**config.mk**
```make
export PLATFORM = sky130hd
export DESIGN_NAME = vehicle_sensor_emulator
export DESIGN_NICKNAME = d
export VERILOG_FILES = /design/src/rtl/veh_pkg.sv /design/src/rtl/emu_cmd_fifo.sv /design/src/rtl/vehicle_sensor_emulator.sv
export SDC_FILE = /design/constraint.sdc
export NUM_CORES = 1
export LEC_CHECK = 0
export ABC_AREA = 1
export CAP_MARGIN = 20
export CORE_MARGIN = 4
export CORE_UTILIZATION = 35
export CTS_CLUSTER_SIZE = 30
export DETAILED_ROUTE_END_ITERATION = 10
export MAX_ROUTING_LAYER = met4
export SLEW_MARGIN = 20
export SYNTH_ARGS = -nofsm -noshare
export SYNTH_HDL_FRONTEND = slang
export SYNTH_SLANG_ARGS = --single-unit
export TNS_END_PERCENT = 5
```
**constraint.sdc**
```tcl
create_clock -name clk -period 1.4 [get_ports clk]
set_input_delay 0.28 -clock clk [delete_from_list [all_inputs] [get_ports clk]]
set_output_delay 0.28 -clock clk [all_outputs]
set_load 0.01 [all_outputs]
```
**src/rtl/veh_pkg.sv**
```systemverilog
// rtl/veh_pkg.sv - shared types for the vehicle sensor emulator
// Purpose: FSM state encoding, vehicle direction, queued command record and
//          a small constant helper used for sizing the phase timer.
// Optional feature macro: VEH_EMU_BACKOUT_EN (adds the backout flag to a command).
package veh_pkg;

  typedef enum logic [2:0] {IDLE, LEAD, BOTH, TRAIL, GAP} emu_state_t;

  typedef enum logic {DIR_ENTER = 1'b0, DIR_EXIT = 1'b1} veh_dir_t;

  typedef struct packed {
`ifdef VEH_EMU_BACKOUT_EN
    logic     backout;
`endif
    veh_dir_t dir;
  } veh_cmd_t;

  function automatic int max_int(input int a, input int b);
    return (a > b) ? a : b;
  endfunction

endpackage

```
**src/rtl/emu_cmd_fifo.sv**
```systemverilog
// rtl/emu_cmd_fifo.sv - synchronous command queue for the sensor emulator
// Purpose: DEPTH-entry FIFO of veh_cmd_t with wrap-bit pointers.
// Ports:
//   clk, rst_n          clock, asynchronous active-low reset (empties the queue)
//   push, push_data     write request and data (ignored while full)
//   full                queue full, decoded from registered pointers only
//   pop, pop_data       read request (ignored while empty) and head entry
//   empty               queue empty, decoded from registered pointers only
module emu_cmd_fifo
  import veh_pkg::*;
#(
  parameter int DEPTH = 4
) (
  input  logic     clk,
  input  logic     rst_n,
  input  logic     push,
  input  veh_cmd_t push_data,
  output logic     full,
  input  logic     pop,
  output veh_cmd_t pop_data,
  output logic     empty
);

  localparam int AW = $clog2(DEPTH);

  veh_cmd_t        mem [DEPTH];
  logic [AW:0]     wr_ptr;
  logic [AW:0]     rd_ptr;
  logic            do_push;
  logic            do_pop;

  // Extra MSB distinguishes full (wrap bits differ) from empty (all equal).
  assign empty    = (wr_ptr == rd_ptr);
  assign full     = (wr_ptr[AW] != rd_ptr[AW]) && (wr_ptr[AW-1:0] == rd_ptr[AW-1:0]);
  assign do_push  = push && !full;
  assign do_pop   = pop && !empty;
  assign pop_data = mem[rd_ptr[AW-1:0]];

  always_ff @(posedge clk or negedge rst_n) begin
    if (!rst_n) begin
      wr_ptr <= '0;
      rd_ptr <= '0;
    end else begin
      if (do_push) wr_ptr <= wr_ptr + (AW+1)'(1);
      if (do_pop)  rd_ptr <= rd_ptr + (AW+1)'(1);
    end
  end

  always_ff @(posedge clk) begin
    if (do_push) mem[wr_ptr[AW-1:0]] <= push_data;
  end

endmodule

```
**src/rtl/vehicle_sensor_emulator.sv**
```systemverilog
// rtl/vehicle_sensor_emulator.sv - replays queued enter/exit commands as S1/S2 waveforms
// Purpose: pops direction commands and drives the four-phase two-sensor
//          pattern a real vehicle produces, for demo and self-test.
// Optional feature macro: VEH_EMU_BACKOUT_EN (cmd_backout input; vehicle
//          backs out after BOTH and never reaches TRAIL).
// Ports:
//   clk, rst_n            clock, asynchronous active-low reset
//   cmd_valid, cmd_dir    command handshake input, 0 = enter, 1 = exit
//   cmd_backout           (macro only) command is a back-out vehicle
//   cmd_ready             queue can accept a command
//   S1, S2                emulated outer / inner sensor, registered
//   busy                  sequence running or commands queued, registered
//   done, done_dir        one-cycle completion pulse and its direction
//   done_backout          completed vehicle backed out (always 0 without macro)
module vehicle_sensor_emulator
  import veh_pkg::*;
#(
  parameter int PHASE_CYCLES = 16,
  parameter int GAP_CYCLES   = 32,
  parameter int FIFO_DEPTH   = 4
) (
  input  logic clk,
  input  logic rst_n,
  input  logic cmd_valid,
  input  logic cmd_dir,
`ifdef VEH_EMU_BACKOUT_EN
  input  logic cmd_backout,
`endif
  output logic cmd_ready,
  output logic S1,
  output logic S2,
  output logic busy,
  output logic done,
  output logic done_dir,
  output logic done_backout
);

  localparam int TW = $clog2(max_int(PHASE_CYCLES, GAP_CYCLES) + 1);
  localparam logic [TW-1:0] PHASE_LOAD = TW'(PHASE_CYCLES - 1);
  localparam logic [TW-1:0] GAP_LOAD   = TW'(GAP_CYCLES - 1);

  emu_state_t     state;
  logic [TW-1:0]  timer;
  veh_cmd_t       cur;
  logic           second_lead;   // in the LEAD that follows BOTH of a back-out
  veh_cmd_t       in_cmd;
  veh_cmd_t       head_cmd;
  logic           fifo_full;
  logic           fifo_empty;
  logic           pop;
  logic           is_backout;
  logic           lead_on;
  logic           trail_on;
  logic           s1_next;
  logic           s2_next;
  logic           done_next;

  always_comb begin
    in_cmd     = '0;
    in_cmd.dir = veh_dir_t'(cmd_dir);
`ifdef VEH_EMU_BACKOUT_EN
    in_cmd.backout = cmd_backout;
`endif
  end

`ifdef VEH_EMU_BACKOUT_EN
  assign is_backout = cur.backout;
`else
  assign is_backout = 1'b0;
`endif

  assign cmd_ready = !fifo_full;
  assign pop       = (state == IDLE) && !fifo_empty;

  emu_cmd_fifo #(
    .DEPTH(FIFO_DEPTH)
  ) u_fifo (
    .clk      (clk),
    .rst_n    (rst_n),
    .push     (cmd_valid),
    .push_data(in_cmd),
    .full     (fifo_full),
    .pop      (pop),
    .pop_data (head_cmd),
    .empty    (fifo_empty)
  );

  // Sensor levels implied by the current state; registered one cycle later so
  // every output is a clean flop and all phases shift uniformly.
  always_comb begin
    lead_on  = 1'b0;
    trail_on = 1'b0;
    case (state)
      LEAD:    lead_on  = 1'b1;
      BOTH:    begin lead_on = 1'b1; trail_on = 1'b1; end
      TRAIL:   trail_on = 1'b1;
      default: ;
    endcase
  end

  assign s1_next   = (cur.dir == DIR_EXIT) ? trail_on : lead_on;
  assign s2_next   = (cur.dir == DIR_EXIT) ? lead_on  : trail_on;
  assign done_next = (state == GAP) && (timer == GAP_LOAD);

  always_ff @(posedge clk or negedge rst_n) begin
    if (!rst_n) begin
      state        <= IDLE;
      timer        <= '0;
      cur          <= '0;
      second_lead  <= 1'b0;
      S1           <= 1'b0;
      S2           <= 1'b0;
      busy         <= 1'b0;
      done         <= 1'b0;
      done_dir     <= 1'b0;
      done_backout <= 1'b0;
    end else begin
      S1           <= s1_next;
      S2           <= s2_next;
      busy         <= (state != IDLE) || !fifo_empty;
      done         <= done_next;
      done_dir     <= done_next ? 1'(cur.dir) : 1'b0;
      done_backout <= done_next && is_backout;

      case (state)
        IDLE: begin
          if (!fifo_empty) begin
            cur         <= head_cmd;
            timer       <= PHASE_LOAD;
            second_lead <= 1'b0;
            state       <= LEAD;
          end
        end
        LEAD: begin
          if (timer == '0) begin
            if (second_lead) begin
              timer <= GAP_LOAD;
              state <= GAP;
            end else begin
              timer <= PHASE_LOAD;
              state <= BOTH;
            end
          end else begin
            timer <= timer - TW'(1);
          end
        end
        BOTH: begin
          if (timer == '0) begin
            timer <= PHASE_LOAD;
            if (is_backout) begin
              second_lead <= 1'b1;
              state       <= LEAD;
            end else begin
              state <= TRAIL;
            end
          end else begin
            timer <= timer - TW'(1);
          end
        end
        TRAIL: begin
          if (timer == '0) begin
            timer <= GAP_LOAD;
            state <= GAP;
          end else begin
            timer <= timer - TW'(1);
          end
        end
        GAP: begin
          if (timer == '0) state <= IDLE;
          else             timer <= timer - TW'(1);
        end
        default: state <= IDLE;
      endcase
    end
  end

endmodule

```
======== After elaboration in Yosys (flattened, before gate mapping) ========
Memory sizes are Yosys's and may differ from the RTL's. A register that Yosys moved wholly into a read port is not among the register bits.
Cells that the tools add are included.
operators by class
  equal/unequal tests ..................... 14
  add/subtract/negate cells ............... 3
  bitwise operators ....................... 1
  muxes and demuxes ....................... 18
  reductions and logical operators ........ 18
operators with widths
  kind                 count
  $mux 6               4
  $pmux 6 s4           1
  $mux 3               5
  $pmux 3 s5           1
  $ne 2x2->1 const B   5
  $mux 1               7
  $add 3x1->3 const B  2
  $eq 3x2->1 const B   2
  $eq 6x5->1 const B   1
  $logic_not 6->1      1
  $sub 6x1->6 const B  1
  $logic_and 1x1->1    5
  $reduce_and 5->1     1
  $reduce_bool 5->1    1
  $reduce_or 2->1      2
  $eq 3x1->1 const B   1
  $eq 3x3->1           1
  $eq 3x3->1 const B   1
  $logic_not 1->1      3
  $logic_not 3->1      1
  $reduce_and 3->1     1
  $reduce_bool 3->1    1
  $eq 2x2->1           1
  $ne 2x1->1 const B   1
  other kinds (4)      4
storage, ports and cells
  output and inout bits ................... 7
  word-level logic and storage cells ...... 64
  bits in registers ....................... 20
  input bits .............................. 4
  RAM bits ................................ 4
  memories ................................ 1
memories
  memory      words  bits a word  read ports  clocked after memory_dff  write ports  RTL line            RTL
  u_fifo.mem  4      1            1           1                         1            emu_cmd_fifo.sv:26  veh_cmd_t mem [DEPTH];

======== Logic depth before layout (Yosys ltp) ========
  depth in word-level cells ............... 6
  mapped depth ............................ 10
  gate-level depth less buffers ........... 10

======== Hierarchy ========
A second synthesis with hierarchy kept.
second synthesis, totals
  cells, all modules ...................... 179
  area, all modules ....................... 1438.9 sq um
by module, submodules not included
  module                   sequential area each (sq um)  instances  cells an instance  area each (sq um)
  vehicle_sensor_emulator  375.4                         1          108                833.3
  emu_cmd_fifo             270.3                         1          71                 605.6

======== Worst setup path before layout ========
Ideal clock, no wire load.
  kind .................................... register to register
  start point ............................. register u_fifo.rd_ptr[2]
  end point ............................... memory u_fifo.mem[0] (netlist name) (enable)
  data arrival time ....................... 1063 ps
  required time ........................... 1101 ps
  clock period less this slack ............ 1361 ps
  path slack .............................. 39 ps
  setup time .............................. 299 ps
  path buffers ............................ 0
  cell stages (with the launch flop) ...... 5
  cells stage by stage .................... dfrtp_1 -> xnor2_2 -> nand2b_4 -> nand2_2 -> nor2_1
on the way
  longest elaborated chain between the ends .. 6
ends and longest elaborated chain
  what                          RTL line                       RTL
  from (decl)                   emu_cmd_fifo.sv:28             logic [AW:0] rd_ptr;
  from (signal assigned)        emu_cmd_fifo.sv:45             if (do_pop) rd_ptr <= rd_ptr + (AW+1)'(1);
  $ne 1x1->1                    emu_cmd_fifo.sv:34             assign full = (wr_ptr[AW] != rd_ptr[AW]) && (wr_ptr[AW-1:0] == rd_ptr[AW-1:0]);
  $logic_and 1x1->1             emu_cmd_fifo.sv:34
  $logic_not 1->1               --
  net cmd_ready                 vehicle_sensor_emulator.sv:29  output logic cmd_ready,
  $logic_and 1x1->1             emu_cmd_fifo.sv:35             assign do_push = push && !full;
  $mux 1                        emu_cmd_fifo.sv:50             if (do_push) mem[wr_ptr[AW-1:0]] <= push_data;
  $mux 1 (not written as such)  emu_cmd_fifo.sv:50
  to (decl)                     emu_cmd_fifo.sv:26
The timed path passes the listed nets, and every way through them passes these cells.

======== Final worst setup path ========
  start point ............................. register u_fifo.rd_ptr[1]
  end point ............................... output cmd_ready
on the way
  longest elaborated chain between the ends .. 3
ends and longest elaborated chain
  what               RTL line                       RTL
  $eq 2x2->1         emu_cmd_fifo.sv:34
  $logic_and 1x1->1  emu_cmd_fifo.sv:34
  $logic_not 1->1    vehicle_sensor_emulator.sv:72  assign cmd_ready = !fifo_full;
  to (decl)          vehicle_sensor_emulator.sv:29
No other way between the ends.

==> results.yml <==
critical_path:
  cp_max_fo: 3
  arrival_ps: 1170
  critPathCaptureType: "output port"
  worst_r2r_endpoint: "u_fifo.mem[0]"
  startpoint: "u_fifo.rd_ptr[1]"
  worst_ep_required_time_ps: 1120
  critical_path_class: "flop to output port"
  worstSetupStartpointType: "flop"
  r2r-start: "u_fifo.rd_ptr[1]"
  ff2ff_setup_slack_ps: 10
  rr_worst_depth: 8
  endpoint: "cmd_ready"
yosys:
  ys_warn_count: 0
  synthTopCellsByCount: "nand2_1, dfrtp_1, inv_1, nor2_1, o21ai_0"
  ys_types: 25
  yosysSeqAreaShare: 0.466
  avgSynthCellArea_um2: 8.39
  syn_nets: 176
  synthTopCellsByArea: "dfrtp_1, nand2_1, edfxtp_1"
  yosysMostFrequentCell: "nand2_1"
  async_reset_ff_frac: 0.840
  yosysTopAreaCellShare: 0.379
  syn-instance-count: 165
  synth_top_flop_cell: "dfrtp_1"
  synth_top_cell_by_area: "dfrtp_1"
  synth-edff-count: 4
  synth_area_um2: 1390
  ys_ff_latch: 25
finish:
  finalNetCount: 210
  diodes: 0
  final_area_um2: 1790
  final_layout_size_suffix_gt1_frac: 0.283
  fin_util: 0.477
  syn2layout_area_growth_pct: 28.9
  instances_no_fill: 246
placement:
  dp_slack_ps: -188
  gp_congestion: 0.818
  placed_cell_area_um2: 1650
  place_inst: 237
  hpwl_um: 2000
  io_buffers: 9
drt:
  drt_iter0_drc: 75
  antenna_left: 0
  wirelength_um: 2740
  dr.pass1.iters: 4
  drc: 0
  vias: 1135
  viasPerCell: 4.61
  post_drt_wl_per_cell_um: 11.1
timing:
  tns_ps: -51.3
  fmax_ghz: 0.689
  worst_slack_ps: -51.3
  final-setup-viol-count: 1
  fin_skew_ps: 1.38
  slew_viol_final: 0
  finalHoldViolCount: 0
  hold_slack_ps: 340
  rsz0062_at_grt: "true"
  post-route-period-util: 1.04
  timing.final.crit_period_ps: 1450
flow_run:
  drv_cap: 0
grt:
  grt_pass1_vias: 1081
  overflow: 0
  grt_pass1_wl_um: 4580
  grt_usage: 0.117
  antenna_found_initial: 0
  grt_max_degree: 22
pwr:
  ir_drop_mv: 0.646
  p_leak_nw: 0.903
  p_total_mw: 4.00
  p_per_area_nw_per_um2: 2240
cts:
  cts.path.max_buffers: 2
  htreeDepth: 1
  tritoncts: "built"
  clockRootBuffer: "clkbuf_8"
  cts.sinks: 25
  cts_buffers: 3
  clk_latency_ps: 270
  postCtsHoldBufs: 0
  clk_pin_slew_ps: 90
die:
  io_pins: 11
  die_y_um: 70.9
  start_util: 0.370
  core_area_um2: 3740
  dieArea_um2: 5030
  die_w_um: 70.9
  rows: 22
outcome:
  status: "complete, but fails checks"
  violations: "setup timing"
worst_hold_path:
  hp-class: "input pin to async pin"
how the worst min path moves through the flow:
stage / start / endpoint / cells past startpoint
CTS: rst_n / timer[3] / 2
detailed placement: cur / S2 / 1
floorplan: rst_n / S1 / 0
finish: rst_n / timer[4] / 2
global route: rst_n / cur / 2
global placement: cur / S2 / 1
routing by layer:
layer  share of wire  vias to the layer above  track usage
met5               0                        -            -
met4           0.026                        0       0.0710
met3           0.024                        5       0.0142
met2            0.47                       21        0.175
met1            0.48                      525        0.152
li1                -                      584            -
sequential cells by signal (all words and copies together), names as in the netlist:
name and cells:
u_fifo.mem 4, S2 1, u_fifo.wr_ptr 3, u_fifo.rd_ptr 3
state 3, cur 1, done 1, done_dir 1
timer 6, S1 1, busy 1
area by class of cell:
cell class              count  area, um^2
fillers                   370        1960
clock buffers               3        41.3
well taps                  48        60.1
repair buffers             30         243
flip-flops and latches     25         646
multi-input cells         117         708
inverters                  22        82.6
clock inverters             1        5.00
critical path, stage by stage (launching register included):
cell      delay, ps
dfrtp_1         370
inv_1            60
nand2_1          70
nand2_2          90
nor2_8          120
nand2b_4         60
buf_6           120
what timing repair did:
item / 4_1_cts / 5_1_grt
pin swaps: 3 / 4
endpoints found under the hold margin: 0 / 0
setup endpoints to repair: 7 / 18
gates cloned: 0 / 0
setup buffers: 3 / 3
gates resized for setup: 10 / 19
cell usage in the layout, fill, tap and decap left out, types with 2 or more instances in the layout:
cell type,n
nor2_1,9
xor2_1,3
clkbuf_8,3
inv_2,4
inv_1,18
a21oi_1,2
nand2_2,9
nand4_1,3
o21ai_0,11
nor2_2,8
dlygate4sd2_1,5
ha_1,6
edfxtp_1,4
buf_4,21
nand2_1,43
nand3_1,8
clkdlybuf4s50_1,3
dfrtp_1,21
report_power, final:
group | switching, mW | total, mW | leakage (nW) | internal, mW
Clock | 0.236 | 0.436 | 0.0255 | 0.200
Sequential | 0.204 | 1.21 | 0.290 | 1.01
Combinational | 1.29 | 2.35 | 0.587 | 1.06
Total | 1.73 | 4.00 | 0.903 | 2.27
cells by family (layout without fill, tap and decap cells):
logic type | Yosys count | count (layout) | synth area share
flops | 25 | 25 | 0.466
other cells | 1 | 1 | 0.00271
fa+ha+maj | 7 | 7 | 0.0632
compound gates | 16 | 16 | 0.0614
simple gates | 88 | 88 | 0.304
xor+xnor | 5 | 5 | 0.0370
buf+inv | 23 | 56 | 0.0650
Power figures use the tool's default switching activity.
